==> config.mk <==
export PLATFORM = sky130hd
export DESIGN_NAME = riscv_checkpoint_monitor
export DESIGN_NICKNAME = d
export VERILOG_FILES = /design/src/rtl/riscv_checkpoint_monitor.sv
export SDC_FILE = /design/constraint.sdc
export NUM_CORES = 2
export LEC_CHECK = 0
export BUFFER_PORTS_ARGS = -buffer_cell sky130_fd_sc_hd__buf_2
export CAP_MARGIN = 10
export CORE_MARGIN = 1.5
export CORE_UTILIZATION = 45
export CTS_CLUSTER_DIAMETER = 200
export DETAILED_ROUTE_END_ITERATION = 8
export PLACE_DENSITY = 0.65
export SETUP_SLACK_MARGIN = 0.2
export SLEW_MARGIN = 20
export SYNTH_ARGS = -nofsm -noshare
export SYNTH_HDL_FRONTEND = slang
export SYNTH_SLANG_ARGS = --single-unit
==> constraint.sdc <==
create_clock -name CLK -period 30.2 [get_ports CLK]
set_input_delay 7.55 -clock CLK [delete_from_list [all_inputs] [get_ports CLK]]
set_output_delay 7.55 -clock CLK [all_outputs]
set_load 0.005 [all_outputs]
==> src/rtl/riscv_checkpoint_monitor.sv <==
// Checkpoint monitor for RISCV_TOP: matches OUTPUT_PORT against a loadable table
// of (instruction count, expected value) pairs while the core runs, tallies
// passes and failures, enforces a cycle timeout and reports a final verdict.
//
// Handshake: there is no valid/ready pair here. TBL_WE, TBL_CLR and START are
// single-cycle strobes sampled at CLK; table strobes act only outside RUN and
// START acts only outside RUN. NUM_INST/OUTPUT_PORT/HALT are sampled every RUN
// cycle with no backpressure.
module riscv_checkpoint_monitor #(
  parameter int NUM_CHK      = 40,
  parameter int IDX_W        = 6,
  parameter int DATA_W       = 32,
  parameter int MAX_CYCLES   = 1000000,
  parameter int STOP_ON_FAIL = 1,
  parameter int REQUIRE_ALL  = 0
) (
  input  logic              CLK,
  input  logic              RSTn,
  input  logic              TBL_WE,
  input  logic [IDX_W-1:0]  TBL_ADDR,
  input  logic [DATA_W-1:0] TBL_INST,
  input  logic [DATA_W-1:0] TBL_ANS,
  input  logic              TBL_CLR,
  input  logic              START,
  input  logic [DATA_W-1:0] NUM_INST,
  input  logic [DATA_W-1:0] OUTPUT_PORT,
  input  logic              HALT,
  output logic              BUSY,
  output logic              DONE,
  output logic              PASS,
  output logic              FAIL,
  output logic              TIMEOUT,
  output logic [IDX_W-1:0]  FAIL_IDX,
  output logic [DATA_W-1:0] FAIL_VAL,
  output logic [IDX_W:0]    PASS_CNT,
  output logic [IDX_W:0]    FAIL_CNT,
  output logic [31:0]       CYCLE,
  output logic [1:0]        STATE_DBG
);

  typedef enum logic [1:0] {S_IDLE = 2'd0, S_RUN = 2'd1, S_DONE = 2'd2} state_t;

  state_t              state;
  logic [NUM_CHK-1:0]  valid;
  logic [NUM_CHK-1:0]  visited;
  logic [DATA_W-1:0]   inst_mem [NUM_CHK];
  logic [DATA_W-1:0]   ans_mem  [NUM_CHK];

  logic [NUM_CHK-1:0]  fire;
  logic [NUM_CHK-1:0]  hit;
  logic [NUM_CHK-1:0]  miss;
  logic [NUM_CHK-1:0]  absent;
  logic [IDX_W:0]      n_hit;
  logic [IDX_W:0]      n_miss;
  logic [IDX_W:0]      n_absent;
  logic [IDX_W-1:0]    miss_low;
  logic [IDX_W-1:0]    absent_low;
  logic [IDX_W:0]      fail_cnt_nxt;
  logic                timeout_hit;
  logic                stop_run;
  logic                addr_ok;
  logic                verdict_pass;

  assign STATE_DBG = state;

  // Per-entry compare; scanning high to low leaves the lowest index in *_low.
  always_comb begin
    fire       = '0;
    hit        = '0;
    miss       = '0;
    absent     = '0;
    n_hit      = '0;
    n_miss     = '0;
    n_absent   = '0;
    miss_low   = '0;
    absent_low = '0;
    for (int i = NUM_CHK - 1; i >= 0; i--) begin
      fire[i]   = valid[i] && !visited[i] && (NUM_INST == inst_mem[i]);
      hit[i]    = fire[i] && (OUTPUT_PORT == ans_mem[i]);
      miss[i]   = fire[i] && (OUTPUT_PORT != ans_mem[i]);
      absent[i] = valid[i] && !visited[i] && !fire[i];
      if (hit[i]) n_hit = n_hit + (IDX_W+1)'(1);
      if (miss[i]) begin
        n_miss   = n_miss + (IDX_W+1)'(1);
        miss_low = IDX_W'(i);
      end
      if (absent[i]) begin
        n_absent   = n_absent + (IDX_W+1)'(1);
        absent_low = IDX_W'(i);
      end
    end
  end

  // Next failure count, timeout and end-of-run decisions for the current RUN cycle.
  always_comb begin
    fail_cnt_nxt = FAIL_CNT + n_miss;
    if (HALT && (REQUIRE_ALL != 0)) fail_cnt_nxt = fail_cnt_nxt + n_absent;
    timeout_hit  = (MAX_CYCLES > 0) && !HALT && (CYCLE == 32'(MAX_CYCLES - 1));
    stop_run     = HALT || ((STOP_ON_FAIL != 0) && (n_miss != '0)) || timeout_hit;
    verdict_pass = (fail_cnt_nxt == '0) && !timeout_hit;
    addr_ok      = ({1'b0, TBL_ADDR} < (IDX_W+1)'(NUM_CHK));
  end

  // Table payload storage; only the valid bits need a reset.
  always_ff @(posedge CLK) begin
    if ((state != S_RUN) && TBL_WE && !TBL_CLR && addr_ok) begin
      inst_mem[TBL_ADDR] <= TBL_INST;
      ans_mem[TBL_ADDR]  <= TBL_ANS;
    end
  end

  // Control FSM with registered status, counters and failure log.
  always_ff @(posedge CLK or negedge RSTn) begin
    if (!RSTn) begin
      state    <= S_IDLE;
      valid    <= '0;
      visited  <= '0;
      BUSY     <= 1'b0;
      DONE     <= 1'b0;
      PASS     <= 1'b0;
      FAIL     <= 1'b0;
      TIMEOUT  <= 1'b0;
      FAIL_IDX <= '0;
      FAIL_VAL <= '0;
      PASS_CNT <= '0;
      FAIL_CNT <= '0;
      CYCLE    <= '0;
    end else begin
      case (state)
        S_IDLE, S_DONE: begin
          if (TBL_CLR) valid <= '0;
          else if (TBL_WE && addr_ok) valid[TBL_ADDR] <= 1'b1;
          if (START) begin
            state    <= S_RUN;
            visited  <= '0;
            BUSY     <= 1'b1;
            DONE     <= 1'b0;
            PASS     <= 1'b0;
            FAIL     <= 1'b0;
            TIMEOUT  <= 1'b0;
            FAIL_IDX <= '0;
            FAIL_VAL <= '0;
            PASS_CNT <= '0;
            FAIL_CNT <= '0;
            CYCLE    <= '0;
          end
        end
        S_RUN: begin
          visited  <= visited | fire;
          PASS_CNT <= PASS_CNT + n_hit;
          FAIL_CNT <= fail_cnt_nxt;
          if (CYCLE != '1) CYCLE <= CYCLE + 32'd1;
          // An empty failure count means nothing has been logged yet this run.
          if (FAIL_CNT == '0) begin
            if (n_miss != '0) begin
              FAIL_IDX <= miss_low;
              FAIL_VAL <= OUTPUT_PORT;
            end else if (HALT && (REQUIRE_ALL != 0) && (n_absent != '0)) begin
              FAIL_IDX <= absent_low;
              FAIL_VAL <= '0;
            end
          end
          if (stop_run) begin
            state   <= S_DONE;
            BUSY    <= 1'b0;
            DONE    <= 1'b1;
            TIMEOUT <= timeout_hit;
            PASS    <= verdict_pass;
            FAIL    <= !verdict_pass;
          end
        end
        default: state <= S_IDLE;
      endcase
    end
  end

endmodule
==> results_dict.tcl <==
set metrics [dict create \
    timing.final.ws_setup_ns -0.0677 \
    status "finished, violations left" \
    p_seq_share_pct 50.0 \
    ys.flop_type "edfxtp_1" \
    cts_buffers 292 \
    setup_violations 3 \
    ant_nets 0 \
    die_x_um 540 \
    synth.distinct_cells 135 \
    fin_crit_sh_pct 100 \
    cts_tree "yes" \
    syn_area_um2 130000 \
    maxSlewHeadroom_pct 14.4 \
    min_from "DONE" \
    die_h_um 540 \
    ir_worst_vdd_uv 47.1 \
    violations "setup timing" \
    clkTransAtPathRegs_ns 0.06 \
    rows 197 \
    crit_top_cell "ha_4" \
    required_ns 31.01 \
    p_sw_mw 2.02 \
    p_comb_share_pct 8.0 \
    timing.fmax_mhz 33.0 \
    ioPinCount 231 \
    seq_area_um2 81200 \
    hpwlAfterDp_um 272000 \
    tightest_slew_ns 1.27 \
    wl_per_cell_um 32.2 \
    p_int_mw 6.31 \
    clk_latency_ns 0.93 \
    grt_max_degree 73 \
    ys_ff_latch 2731 \
    cts.sinks 2731 \
    skew_ns 0.0772 \
    grt_pass1_wl_um 635000 \
    drive_above_1_share_pct 18.4 \
    drtIter0Drc 12181 \
    fp.dieArea_um2 292000 \
    final_cells 14379 \
    p_clk_share_pct 41.9 \
    startpoint "NUM_INST[1]" \
    synth_cells 9417 \
    wirelength_um 463000 \
    pwr_density_cell_nw_per_um2 54.8 \
    htree_num_levels 5 \
    grt_antenna_before_repair 38 \
    period_minus_slack_ns 30.27 \
    gp_congestion 0.919 \
    crit_type "input port to register" \
    nNetsFinal 10587 \
    syn_to_final_growth_pct 17.0 \
    total_leakage_power_nw 51.5 \
    final_util_pct 52.8 \
    path_max_fanout 21 \
    cts.path.max_buffers 4 \
    hold_viol 0 \
    avgSynthCellArea_um2 13.8 \
    synth_largest_area_cell "edfxtp_1" \
    synth_area_leaders "edfxtp_1 59%, xnor2_1 10%, xor2_1 9.2%" \
    grt_pass1_vias 83352 \
    hold_path.class "register to register" \
    vias_per_cell 6.05 \
    multi_input_area_um2 48500 \
    critPathArrivalTime_ns 31.08 \
    r2r_slack_ns 6.31 \
    yosysWarningCount 0 \
    io_buffers 230 \
    first_pass_iters 7 \
    critical_path.max_stage_delay_ns 0.50 \
    initial_utilization_pct 45.2 \
    vias 87023 \
    synth_nets 9651 \
    critPathLaunchType "input port" \
    final_max_slew_viol_count 0 \
    cts-root-buf "clkbuf_16" \
    swShare_pct 24.2 \
    drc 0 \
    fill_cells 23469 \
    power.total_mw 8.33 \
    synth_top_area_share_pct 59.2 \
    dp.cells 13755 \
    async_flop_share_pct 6.26 \
    regToRegStartpoint "inst_mem[39][31]" \
    synth_edf_count 2560 \
    core_area_um2 288000 \
    critPathSlowestCell "or4b_4" \
    synth_seq_area_share_pct 62.5 \
    cp-end-kind "register" \
    cap_violations 0 \
    overflow 0 \
    grt_usage_pct 30.9 \
    hold_ws_ns 0.474 \
    rsz0062_at_grt "true" \
]
[state kept, by name, summed over array words and instances (netlist names)]
name / count
TIMEOUT: 1
valid: 40
inst_mem: 1280
visited: 40
PASS: 1
PASS_CNT: 7
FAIL_CNT: 7
FAIL_VAL: 32
CYCLE: 32
FAIL_IDX: 6
FAIL: 1
ans_mem: 1280
BUSY: 1
STATE_DBG: 2
DONE: 1
[path summary, 6_finish.rpt]
kind / endpoint / cells after the start
min reg2reg: DONE / 2
max: FAIL / 129
min in group asynchronous: FAIL_IDX[1] / 1
max in group asynchronous: valid[30] / 2
min: DONE / 2
max reg2reg: FAIL / 131
[power groups by stage]
stage | clock, mW | combinational (mW) | sequential (mW)
after floorplan | 0 | 0.330 | 4.24
after global placement | 0 | 0.637 | 4.25
after detailed placement | 0 | 0.643 | 4.25
after CTS | 3.51 | 0.647 | 4.17
after global routing | 3.65 | 0.673 | 4.17
final | 3.49 | 0.668 | 4.17
[kinds of logic after synthesis]
family,count (synthesis),synth area share (%)
simple gates,2506,10.7
xor+xnor,2952,20.7
compound gates,534,2.77
flops,2731,62.5
fa+ha+maj,94,0.917
mux,66,0.568
buf+inv,534,1.88
[cell usage after synthesis, drive strengths merged (33+ instances only)]
library cell  instances
xnor3                43
xor2               1385
nor2                464
nand3               165
ha                   92
nand4               448
nor3b                33
nand2b               70
inv                 147
a21oi               166
nand2               377
clkbuf              130
nor4                419
and2                 60
edfxtp             2560
buf                 257
xnor2              1518
dfrtp               171
and3                 39
nor3                123
nor2b                66
mux2                 37
o21ai               128
[cells in the final DEF (no fill, tap or decap), drive strengths merged, types with 66 or more instances in the layout]
cell type and instances:
edfxtp 2560, nor2 464, inv 154, clkinv 114, o21ai 128, nand2 377
xor2 1385, nor2b 66, dfrtp 171, nand4 448, nor3 123, buf 1029
ha 92, nor4 419, a21oi 166, nand3 165, clkbuf 380, nand2b 70
xnor2 1518
[area by class of cell]
| class | count | area share (%) |
|---|---|---|
| Tap cell | 3781 | 3.11 |
| Antenna cell | 20 | 0.0329 |
| Multi-Input combinational cell | 6152 | 31.9 |
| Clock inverter | 139 | 0.773 |
| Inverter | 147 | 0.366 |
| Clock buffer | 380 | 5.24 |
| Sequential cell | 2731 | 53.4 |
| Timing Repair Buffer | 1029 | 5.18 |
[what timing repair did]
item,CTS,global route
setup buffers,40,41
setup endpoints to repair,50,56
hold endpoints to repair,0,0
cloned,1,0
hold buffers,0,0
resized for setup,44,168
pin swaps,43,122
[per-stage QoR]
| stage | setup slack, ns | TNS, ns | instance area, um^2 |
|---|---|---|---|
| 5_1_grt | -1.02 | -41.66 | 152000 |
| 2_1_floorplan | -0.323 | -9.20 | 133000 |
| 6_report | -0.0677 | -0.0937 | 152000 |
| 4_1_cts | -0.171 | -4.16 | 151000 |
| 3_5_place_dp | -1.48 | -68.26 | 141000 |
| 3_3_place_gp | -1.18 | -47.33 | 141000 |
[metal layers]
metal	up-vias	global-route usage [%]	part of all wire (%)
met5	-	0	0.0097
met4	8	14.1	5.4
met3	1273	5.99	11
met2	5689	51.2	47
met1	43958	39.1	36
li1	36095	-	-
[worst max-delay path: cells and delay by family]
kind                       cells  cell delay (ns)
adders and majority gates     35             8.63
and+or+nand+nor               40             5.61
AOI/OAI and AO/OA             22             3.50
muxes                         12             2.99
buffers and inverters         16             1.81
xor gates and xnor gates       4             0.86
Power figures use the tool's default switching activity.
